===== src/rtl/conv1_frame_ctrl.sv =====
// conv1_frame_ctrl: frame sequencer for the first convolution stage.
// Clears conv1, streams one WIDTH x HEIGHT binary image and counts outputs.
//
// Ports:
//   clk, rst_n     system clock, asynchronous active-low reset
//   start          frame request, honoured in IDLE only
//   abort          synchronous abort of the running frame
//   mem_addr       image memory read address (row-major)
//   mem_rd         image memory read enable
//   mem_rdata      pixel data, valid one cycle after mem_rd
//   conv_rst_n     registered active-low clear towards conv1
//   pixel_out      serial pixel towards conv1
//   conv_valid     conv1 output-valid strobe
//   busy           frame in progress
//   done           one-cycle frame completion pulse
//   out_count      conv1 outputs seen in the current frame
//   err            sticky drain watchdog error
//
// Optional feature: define CONV1_CTRL_WDT_EN to build the drain watchdog
// (DRAIN_MAX cycles). Without it err is tied low and DRAIN waits forever.

module conv1_frame_ctrl #(
    parameter int WIDTH      = 28,
    parameter int HEIGHT     = 28,
    parameter int CLR_CYCLES = 4,
    parameter int DRAIN_MAX  = 64
) (
    input  logic       clk,
    input  logic       rst_n,
    input  logic       start,
    input  logic       abort,
    output logic [9:0] mem_addr,
    output logic       mem_rd,
    input  logic       mem_rdata,
    output logic       conv_rst_n,
    output logic       pixel_out,
    input  logic       conv_valid,
    output logic       busy,
    output logic       done,
    output logic [9:0] out_count,
    output logic       err
);

    localparam int NPIX = WIDTH * HEIGHT;
    localparam int NOUT = (WIDTH - 2) * (HEIGHT - 2);

    localparam logic [9:0] LAST_ADDR = 10'(NPIX - 1);
    localparam logic [9:0] OUT_FULL  = 10'(NOUT);
    localparam logic [9:0] OUT_LAST  = 10'(NOUT - 1);

    localparam int CW = (CLR_CYCLES > 1) ? $clog2(CLR_CYCLES) : 1;
    localparam logic [CW-1:0] CLR_LAST = CW'(CLR_CYCLES - 1);

    // An illegal configuration never leaves IDLE rather than
    // streaming with wrapped addresses or counters.
    localparam bit CFG_OK = (CLR_CYCLES >= 1) &&
                            (DRAIN_MAX >= 1) &&
                            (WIDTH >= 3) &&
                            (HEIGHT >= 3) &&
                            (NPIX <= 1024);

`ifdef CONV1_CTRL_WDT_EN
    localparam int DW = (DRAIN_MAX > 1) ? $clog2(DRAIN_MAX) : 1;
    localparam logic [DW-1:0] DRAIN_LAST = DW'(DRAIN_MAX - 1);
`endif

    typedef enum logic [2:0] {
        S_IDLE,
        S_CLEAR,
        S_STREAM,
        S_DRAIN,
        S_DONE
    } state_t;

    state_t          r_state;
    logic [CW-1:0]   r_clr_cnt;
    logic [9:0]      r_mem_addr;
    logic            r_mem_rd;
    logic            r_pix_vld;
    logic            r_conv_rst_n;
    logic            r_busy;
    logic            r_done;
    logic [9:0]      r_out_count;
`ifdef CONV1_CTRL_WDT_EN
    logic [DW-1:0]   r_drain_cnt;
    logic            r_err;
`endif

    logic w_counting;
    logic w_count_en;
    logic w_out_hit;

    // conv_valid only matters while pixels are (or were just) in flight.
    assign w_counting = (r_state == S_STREAM) ||
                        (r_state == S_DRAIN);

    assign w_count_en = w_counting &&
                        conv_valid &&
                        (r_out_count != OUT_FULL);

    // Completion also fires in the cycle the final valid arrives.
    assign w_out_hit = (r_out_count == OUT_FULL) ||
                       (conv_valid && (r_out_count == OUT_LAST));

    always_ff @(posedge clk or negedge rst_n) begin
        if (!rst_n) begin
            r_state      <= S_IDLE;
            r_clr_cnt    <= '0;
            r_mem_addr   <= '0;
            r_mem_rd     <= 1'b0;
            r_pix_vld    <= 1'b0;
            r_conv_rst_n <= 1'b0;
            r_busy       <= 1'b0;
            r_done       <= 1'b0;
            r_out_count  <= '0;
`ifdef CONV1_CTRL_WDT_EN
            r_drain_cnt  <= '0;
            r_err        <= 1'b0;
`endif
        end else if (abort && r_busy) begin
            // One-cycle conv1 clear flushes any partial window state.
            r_state      <= S_IDLE;
            r_mem_addr   <= '0;
            r_mem_rd     <= 1'b0;
            r_pix_vld    <= 1'b0;
            r_conv_rst_n <= 1'b0;
            r_busy       <= 1'b0;
            r_done       <= 1'b0;
        end else begin
            r_pix_vld <= r_mem_rd;
            r_done    <= 1'b0;

            if (w_count_en) begin
                r_out_count <= r_out_count + 10'd1;
            end

            unique case (r_state)
                S_IDLE: begin
                    r_conv_rst_n <= 1'b1;
                    if (start && CFG_OK) begin
                        r_state      <= S_CLEAR;
                        r_clr_cnt    <= '0;
                        r_conv_rst_n <= 1'b0;
                        r_busy       <= 1'b1;
                        r_out_count  <= '0;
`ifdef CONV1_CTRL_WDT_EN
                        r_err        <= 1'b0;
`endif
                    end
                end

                S_CLEAR: begin
                    if (r_clr_cnt == CLR_LAST) begin
                        r_state      <= S_STREAM;
                        r_conv_rst_n <= 1'b1;
                        r_mem_rd     <= 1'b1;
                        r_mem_addr   <= '0;
                    end else begin
                        r_clr_cnt <= r_clr_cnt + 1'b1;
                    end
                end

                S_STREAM: begin
                    if (r_mem_addr == LAST_ADDR) begin
                        r_state    <= S_DRAIN;
                        r_mem_rd   <= 1'b0;
                        r_mem_addr <= '0;
`ifdef CONV1_CTRL_WDT_EN
                        r_drain_cnt <= '0;
`endif
                    end else begin
                        r_mem_addr <= r_mem_addr + 10'd1;
                    end
                end

                S_DRAIN: begin
                    if (w_out_hit) begin
                        r_state <= S_DONE;
                        r_busy  <= 1'b0;
                        r_done  <= 1'b1;
                    end
`ifdef CONV1_CTRL_WDT_EN
                    else if (r_drain_cnt == DRAIN_LAST) begin
                        r_state <= S_DONE;
                        r_busy  <= 1'b0;
                        r_done  <= 1'b1;
                        r_err   <= 1'b1;
                    end else begin
                        r_drain_cnt <= r_drain_cnt + 1'b1;
                    end
`endif
                end

                S_DONE: begin
                    r_state <= S_IDLE;
                end

                default: begin
                    r_state <= S_IDLE;
                    r_busy  <= 1'b0;
                end
            endcase
        end
    end

    // Data returns one cycle after the read, so the delayed read
    // strobe gates it; garbage on mem_rdata never reaches conv1.
    assign pixel_out  = r_pix_vld & mem_rdata;

    assign mem_addr   = r_mem_addr;
    assign mem_rd     = r_mem_rd;
    assign conv_rst_n = r_conv_rst_n;
    assign busy       = r_busy;
    assign done       = r_done;
    assign out_count  = r_out_count;

`ifdef CONV1_CTRL_WDT_EN
    assign err = r_err;
`else
    assign err = 1'b0;
`endif

endmodule


===== config.mk =====
export PLATFORM = sky130hd
export DESIGN_NAME = conv1_frame_ctrl
export DESIGN_NICKNAME = d
export VERILOG_FILES = /design/src/rtl/conv1_frame_ctrl.sv
export SDC_FILE = /design/constraint.sdc
export NUM_CORES = 1
export LEC_CHECK = 0
export ABC_AREA = 1
export BUFFER_PORTS_ARGS = -buffer_cell sky130_fd_sc_hd__buf_2
export CORE_ASPECT_RATIO = 0.75
export CORE_MARGIN = 2
export CORE_UTILIZATION = 45
export DETAILED_ROUTE_END_ITERATION = 10
export MAX_ROUTING_LAYER = met4
export PLACE_DENSITY = 0.66
export SLEW_MARGIN = 40
export SYNTH_ARGS = -nofsm -noshare
export SYNTH_HDL_FRONTEND = slang
export SYNTH_SLANG_ARGS = --single-unit

===== constraint.sdc =====
create_clock -name clk -period 1.64 [get_ports clk]
set_input_delay 0.164 -clock clk [delete_from_list [all_inputs] [get_ports clk]]
set_output_delay 0.164 -clock clk [all_outputs]
set_load 0.05 [all_outputs]

After elaboration in Yosys (flattened, before gate mapping)
Cells that the tools add are included.
- multipliers: 0
- add/sub/neg operators: 3
- mux-type cells: 31
- shifts and indexed selects: 0
- reductions and logical operators: 17
- equality and inequality tests: 16
- $lt $le $gt $ge: 0
- bitwise logic cells: 2
- div/mod/pow operators: 0
- operators by type and width (cell ; count):
    $mux W10 ; 6
    $eq A10 B10 Y1 const B ; 3
    $add A10 B1 Y10 const B ; 2
    $pmux W10 S2 ; 1
    $mux W3 ; 5
    $mux W1 ; 12
    $pmux W3 S4 ; 1
    $ne A10 B10 Y1 const B ; 1
    $reduce_and A4 Y1 ; 2
    $eq A3 B2 Y1 const B ; 2
    $ne A3 B3 Y1 const B ; 2
    $reduce_and A3 Y1 ; 2
    $reduce_bool A3 Y1 ; 2
    $logic_and A1 B1 Y1 ; 4
    $mux W2 ; 2
    $ne A2 B2 Y1 const B ; 2
    $pmux W1 S2 ; 2
    $pmux W2 S2 ; 1
    $reduce_and A2 Y1 ; 2
    $eq A3 B1 Y1 const B ; 1
    $eq A3 B3 Y1 const B ; 1
    $logic_not A3 Y1 ; 1
    $ne A3 B1 Y1 const B ; 1
    $ne A3 B2 Y1 const B ; 1
    9 further kinds ; 10
- word-level logic and storage cells: 78
- input port bits: 6
- register bits: 30
- latch bits: 0
- output and inout port bits: 26
- memories kept: 0
- memory bits (writable): 0
- ROM bits: 0

Longest topological paths before layout
Gate-level depths: netlist (run 1).
- depth in word-level cells: 7
- gate-level depth with buffers: 11
- mapped depth without buffers: 11

Worst setup path after synthesis (run 1)
Ideal clock, no wire load.
- kind: register -> register
- from: register r_mem_addr[0] (netlist: mem_addr[0])
- to: register r_state[0]
- arrival: 1.749 ns
- stages on the path, launching flop included: 9
- buffers on the path: 0
- setup slack: -0.226 ns
- clock period less this slack: 1.866 ns
- data required time: 1.523 ns
- library setup time: 0.117 ns
- cells stage by stage: dfrtp_1 ha_1 nand2_1 nor2_4 nand4_2 a21boi_2 nand3_2 nand2_1 nand2_1
- cells in the longest elaborated chain, start to end: 3
- ends and longest elaborated chain (item ; RTL line ; text):
    from (decl) ; 77 ; logic [9:0] r_mem_addr;
    from (signal assigned) ; 172 ; r_mem_addr <= r_mem_addr + 10'd1;
    $eq A10 B10 Y1 ; 164 ; if (r_mem_addr == LAST_ADDR) begin
    $ne A3 B1 Y1 (no source line) ; n/a ;
    $reduce_and A4 Y1 (no source line) ; n/a ;
    to (signal assigned) ; 154 ; r_state <= S_STREAM;
    to (signal assigned) ; 165 ; r_state <= S_DRAIN;
    to (signal assigned) ; 178 ; r_state <= S_DONE;
    to (decl) ; 75 ; state_t r_state;
No other way between the ends.
A chain may end at the register's enable or synchronous reset.

Worst setup path in the final report (run 1)
Ends and elaborated chain as after synthesis.

==> key figures, run 1 <==
Clocking
  – Postcts setup bufs: 0
  – Skew-Pair Late Insertion Delay: 0.29 ns
  – Clk sinks: 30
  – CTS clk-pin slew, worst paths: 0.07 ns
  – Root Driver: clkbuf_8
  – Max Buffers Root-to-Sink: 2
  – H-Tree Depth: 2
  – TritonCTS buffer count: 5
  – CTS tree: yes

Placement
  – Placed Cells: 350
  – Port bufs: 30
  – Dpl ws: 0.102 ns
  – DP Wirelength: 2.98 mm
  – RePlAce Congestion: 0.853

Floorplan
  – FP Rows: 20
  – Chip width: 78.4 µm
  – Die footprint: 0.00469 mm²
  – Initial Utilization: 0.464
  – Core area: 0.00403 mm²
  – I/O pin count: 32
  – Die Y: 59.8 µm

Timing
  – Final setup fails: 0
  – Post-route setup slack: 0.140 ns
  – Slew margin rel.: 0.547
  – Worst slew pin tran: 0.680 ns
  – Fin crit share: 0.915
  – Max Clk Rate: 0.667 GHz
  – Fin. max-slew vios: 0
  – Min Tclk post-route: 1.50 ns
  – Fin. Hold Viols: 0
  – RSZ-0062 raised after global routing: true
  – Worst clock skew: 0.0102 ns

Routing
  – Vias: 1674
  – Initial DRC count: 110
  – WL per Instance: 11.2 µm
  – Vias/cell: 4.66
  – Final WL: 4.02 mm
  – Drt drc: 0
  – Antenna-violating nets left: 0
  – DR pass1 iterations: 4

GRT
  – Vias in the first global route: 1457
  – Total GRT Usage: 0.199
  – First-pass GRT wire length: 6.90 mm
  – Largest net degree at the start of global routing: 31
  – Total grt overflow: 0
  – Initial antenna violation count: 0

Flow run
  – Maxcap violations: 0

Synth
  – Ys Warns: 0
  – Ys flop type: dfrtp_1
  – Average cell area after synthesis: 7.19 µm²
  – Mapped cell area: 0.00187 mm²
  – Syn nets: 270
  – Sequential-to-total area share from yosys stat: 0.402
  – Post-synth EDFFs: 0
  – Post-Synthesis Cells: 260
  – Synthesis-stage register bit count: 30
  – Async SR Flop Fraction: 1.00
  – Synth unique cells: 29

Final layout
  – Share of cells above drive strength 1: 0.266
  – FILL cells: 398
  – Non-filler cells, final: 359
  – Final Net Count: 313
  – Area occupied by multi-input gates: 972 µm²
  – Register area: 758 µm²
  – Antenna diodes: 0
  – Layout area overhead: 22.2%

Power
  – Clock power share: 0.200
  – Maximum VDD drop: 0.840 mV
  – Gate power share: 0.494
  – Internal: 1.94 mW
  – Sw power: 1.73 mW
  – Pwr/cell area: 1610 mW/mm²
  – Switch share: 0.471
  – Register share of total power: 0.306
  – Lkg Pwr: 1.29 nW

Worst setup path
  – Worst setup path category: reg2reg
  – CP peak stage delay: 0.42 ns
  – CP Max Fanout: 5
  – CP Capture Type: register
  – FF-to-FF End: r_state[0]
  – Cell breakdown of the critical path: ha_4 > nand2_2 > nor2_4 > nand4_4 > a21boi_2 > nand3_2 > nand2_1 > nand2_1
  – Slowest-stage cell, CP: dfrtp_2
  – Worst path required time: 1.82 ns
  – Worst setup SP type: register
  – R2R setup slack: 0.14 ns
  – Arrival time at the worst endpoint: 1.68 ns
  – R2r startpoint: mem_addr[0]
  – Worst reg2reg path depth: 8
  – CP startpoint: mem_addr[0]
  – Most used cell, CP: nand2_1

Min path
  – HP Start: abort
  – Hold crit path type: in2reg
  – WHS Path Cells: 4
  – WHS Endpoint: mem_rd

Run status
  – Run status: finished clean
## power by group through the flow
stage | clock [mW] | combinational, mW | sequential [mW]
global route | 0.789 | 2.03 | 1.15
CTS | 0.758 | 1.81 | 1.12
floorplan | 0 | 0.984 | 1.49
global placement | 0 | 1.78 | 1.13
finish | 0.736 | 1.81 | 1.12
detailed placement | 0 | 1.80 | 1.13
## metal layers
layer | share of wire | wire length (µm) | vias to the layer above | global-route usage
met5 | 0 | 0 | - | -
met4 | 0.017 | 70 | 0 | 0.0827
met3 | 0.046 | 186 | 7 | 0.0483
met2 | 0.38 | 1540 | 32 | 0.250
met1 | 0.55 | 2220 | 739 | 0.300
li1 | - | - | 896 | -
## state kept, by name, summed over array words and instances, names as in the netlist
| register | flops |
|---|---|
| r_pix_vld | 1 |
| mem_addr | 10 |
| conv_rst_n | 1 |
| out_count | 10 |
| mem_rd | 1 |
| r_state | 3 |
| busy | 1 |
| done | 1 |
| r_clr_cnt | 2 |
## stage by stage
stage                     hold slack, ns  total power [mW]  instance area (µm²)  TNS [ns]  utilization
after global placement             0.249              2.91                 2160         0        0.535
after floorplan                   -0.132              2.47                 1900   -0.0114            -
final                              0.260              3.67                 2280         0        0.567
after CTS                          0.251              3.69                 2270         0        0.564
after detailed placement           0.249              2.93                 2160         0        0.535
after global routing               0.263              3.96                 2280   -0.0110        0.567
## cells by family after synthesis
family	synth area share
adders and majority gates	0.0268
AOI/OAI and AO/OA	0.0629
DFF	0.402
buffers and inverters	0.0977
other	0.00201
and+or+nand+nor	0.409
## cells in the mapped netlist (2+ instances only)
master / instances / area, µm²
nand2_1: 68 / 255
a21oi_1: 5 / 25.0
ha_1: 4 / 50.1
dfrtp_1: 30 / 751
nor2_2: 4 / 25.0
nand3_2: 2 / 20.0
nand3b_4: 2 / 40.0
nand3_1: 13 / 65.1
o21ai_0: 13 / 65.1
nor2_1: 40 / 150
inv_1: 40 / 150
nor3_1: 4 / 20.0
nor2_4: 3 / 33.8
nand2_2: 9 / 56.3
nand4_1: 9 / 56.3
## worst max-delay path by stage
stage / end / slack (ns) / cells past startpoint
after floorplan: r_state[0] / -0.006 / 8
final: r_state[0] / 0.14 / 8
after detailed placement: out_count[1] / 0.10 / 10
after global routing: out_count[1] / -0.01 / 10
after CTS: mem_addr[9] / 0.08 / 10
after global placement: out_count[1] / 0.13 / 6
## critical path, delay by kind of cell (launching register included)
family	cells	cell delay, ns
AOI/OAI and AO/OA	1	0.23
DFF	1	0.42
and+or+nand+nor	6	0.58
adders and majority gates	1	0.16
## cell usage in the layout (no fill, tap or decap)
| cell type | count |
|---|---|
| o21ai_2 | 1 |
| o21ai_0 | 12 |
| nand2_4 | 1 |
| dlygate4sd3_1 | 1 |
| conb_1 | 1 |
| bufinv_16 | 1 |
| nand4_4 | 1 |
| nand4_1 | 9 |
| a21boi_2 | 1 |
| nand2_1 | 66 |
| a21o_1 | 1 |
| nor2_1 | 40 |
| nor3_1 | 4 |
| o21ai_1 | 1 |
| clkbuf_1 | 2 |
| a21oi_1 | 5 |
| inv_2 | 1 |
| inv_1 | 40 |
| nor3_2 | 1 |
| clkbuf_8 | 5 |
| buf_4 | 8 |
| nand3_1 | 12 |
| buf_2 | 30 |
| nand3b_4 | 2 |
| or2_2 | 1 |
| nand3_2 | 3 |
| nor2_2 | 4 |
| nand3b_1 | 1 |
| dfrtp_2 | 6 |
| and3_1 | 1 |
| clkinv_2 | 1 |
| nand2_2 | 10 |
| nor2_4 | 3 |
| ha_4 | 1 |
| ha_1 | 3 |
| dfrtp_1 | 24 |
## what timing repair did
item                                    4_1_cts  5_1_grt
resized for setup                             0        4
hold buffers                                  1        0
endpoints found under the setup margin        0       14
endpoints found under the hold margin        30        0
## layout make-up
type / count / area share
multi-input cells: 185 / 0.426
inverters: 42 / 0.0696
flip-flops and latches: 30 / 0.332
clock inverters: 1 / 0.0131
well taps: 55 / 0.0301
repair buffers: 39 / 0.0964
clock buffers: 7 / 0.0334
Note: power is estimated with default switching activity, not from simulation.
==> run 2, diff against run 1 <==
--- a/config.mk
+++ b/config.mk
@@ -9,10 +9,10 @@
 export BUFFER_PORTS_ARGS = -buffer_cell sky130_fd_sc_hd__buf_2
 export CORE_ASPECT_RATIO = 0.75
 export CORE_MARGIN = 2
-export CORE_UTILIZATION = 45
+export CORE_UTILIZATION = 50
 export DETAILED_ROUTE_END_ITERATION = 10
 export MAX_ROUTING_LAYER = met4
-export PLACE_DENSITY = 0.66
+export PLACE_DENSITY = 0.72
 export SLEW_MARGIN = 40
 export SYNTH_ARGS = -nofsm -noshare
 export SYNTH_HDL_FRONTEND = slang
==> run 2 against run 1 <==
Combinational power is 3% higher. Total power is 1.6% lower. Critical endpoint is now r_state[1]. Global-route usage is 2.6 points higher. Highest routed layer unchanged. Clock skew is 0.0040 ns lower. Wire length is 4.2% higher. Largest power group unchanged.
==> key figures, run 2 (synthesis results as in run 1) <==
Clocking
  – CTS tree: yes
  – Clk sinks: 30
  – Root Driver: clkbuf_8
  – CTS clk-pin slew, worst paths: 0.07 ns
  – Skew-Pair Late Insertion Delay: 0.29 ns
  – Max Buffers Root-to-Sink: 2
  – H-Tree Depth: 2
  – TritonCTS buffer count: 5

Floorplan
  – I/O pin count: 32
  – Die Y: 57.0 µm
  – Core area: 0.00361 mm²
  – FP Rows: 19
  – Initial Utilization: 0.517
  – Die footprint: 0.00425 mm²
  – Chip width: 74.6 µm

Worst setup path
  – CP Capture Type: register
  – CP Max Fanout: 5
  – Worst path required time: 1.81 ns
  – Worst setup SP type: register
  – Worst setup path category: reg2reg
  – Arrival time at the worst endpoint: 1.69 ns

Run status
  – Run status: finished clean

Timing
  – Worst clock skew: 0.00616 ns
  – Fin crit share: 0.927
  – Fin. max-slew vios: 0
  – Final TNS setup: 0 ns
  – Slew margin rel.: 0.540
  – Final setup fails: 0
  – Fin. Hold Viols: 0
  – Max Clk Rate: 0.658 GHz
  – Worst slew pin tran: 0.690 ns
  – Min Tclk post-route: 1.52 ns

GRT
  – Total grt overflow: 0
  – Initial antenna violation count: 0
  – First-pass GRT wire length: 7.07 mm
  – Largest net degree at the start of global routing: 31
  – Vias in the first global route: 1559
  – Total GRT Usage: 0.225

Routing
  – Initial DRC count: 120
  – Antenna-violating nets left: 0
  – Met2 routed WL: 1.80 mm
  – Met1 wire length: 2.17 mm
  – Routed wl met3: 180 µm
  – WL per Instance: 11.8 µm
  – Max Used Layer: met4
  – Vias: 1763
  – Final WL: 4.19 mm
  – Vias/cell: 4.97
  – DR pass1 iterations: 4
  – Drt drc: 0

Power
  – Total power: 3.61 mW
  – Maximum VDD drop: 1.18 mV
  – Pwr/cell area: 1580 mW/mm²
  – Lkg Pwr: 1.29 nW

Flow run
  – Maxcap violations: 0

Final layout
  – Layout area overhead: 22.2%
  – Antenna diodes: 0
  – Util after Layout: 0.632
  – Final Net Count: 312
  – Final Cell Area: 0.00228 mm²
  – Most frequent cells in the layout: nand2_1, inv_1, nor2_1, buf_2, dfrtp_1
  – Commonest non-fill, non-tap cell in the layout: nand2_1
  – Share of cells above drive strength 1: 0.274

Placement
  – DP Wirelength: 3.15 mm
  – Placed cell area: 0.00216 mm²
  – Port bufs: 30
  – RePlAce Congestion: 0.831

Min path
  – Hold crit path type: in2reg
run 2: worst paths after layout:
path | startpoint | to | slack [ns] | cells past startpoint
setup / recovery | mem_addr[1] | r_state[1] | 0.12 | 8
hold / removal | abort | mem_rd | 0.25 | 4
setup reg to reg | mem_addr[1] | r_state[1] | 0.12 | 8
hold reg to reg | r_clr_cnt[0] | r_clr_cnt[0] | 0.50 | 1
max in group asynchronous | rst_n | r_state[1] | 0.70 | 2
min in group asynchronous | rst_n | r_state[2] | 0.45 | 2
run 2: critical path, stage by stage, from the launching register on:
cell,delay [ns]
dfrtp_2,0.42
ha_4,0.16
nand2_2,0.06
nor2_4,0.14
nand4_4,0.15
a21boi_4,0.22
nand3_2,0.11
nand2_1,0.09
nand2_1,0.05
run 2: stage by stage:
step / instances / hold slack (ns) / worst slack [ns]
6_report: 355 / 0.248 / 0.120
5_1_grt: 355 / 0.247 / -0.00160
4_1_cts: 355 / 0.242 / 0.0219
3_5_place_dp: 346 / 0.250 / 0.0838
3_3_place_gp: 346 / 0.247 / 0.156
2_1_floorplan: 260 / -0.132 / -0.00590
run 2: routing by layer:
metal	vias up	track usage
met5	-	-
met4	0	0.0689
met3	7	0.0477
met2	42	0.306
met1	820	0.336
li1	894	-
run 2: final cells by class:
| class | instances | area (µm²) |
|---|---|---|
| Fill cell | 346 | 1330 |
| Clock inverter | 3 | 21.3 |
| Tap cell | 52 | 65.1 |
| Sequential cell | 30 | 759 |
| Inverter | 42 | 159 |
| Multi-Input combinational cell | 185 | 986 |
| Clock buffer | 5 | 68.8 |
| Timing Repair Buffer | 38 | 225 |
run 2: power breakdown:
part	switching [mW]	internal [mW]	total [mW]
clock	0.307	0.298	0.605
sequential	0.204	0.930	1.13
combinational	1.27	0.603	1.87
total	1.78	1.83	3.61
run 2: timing repair:
action                                 CTS  global route
gates resized for setup                  0             7
hold buffers                             1             0
setup endpoints to repair                0            13
endpoints found under the hold margin   30             0
setup buffers                            0             0
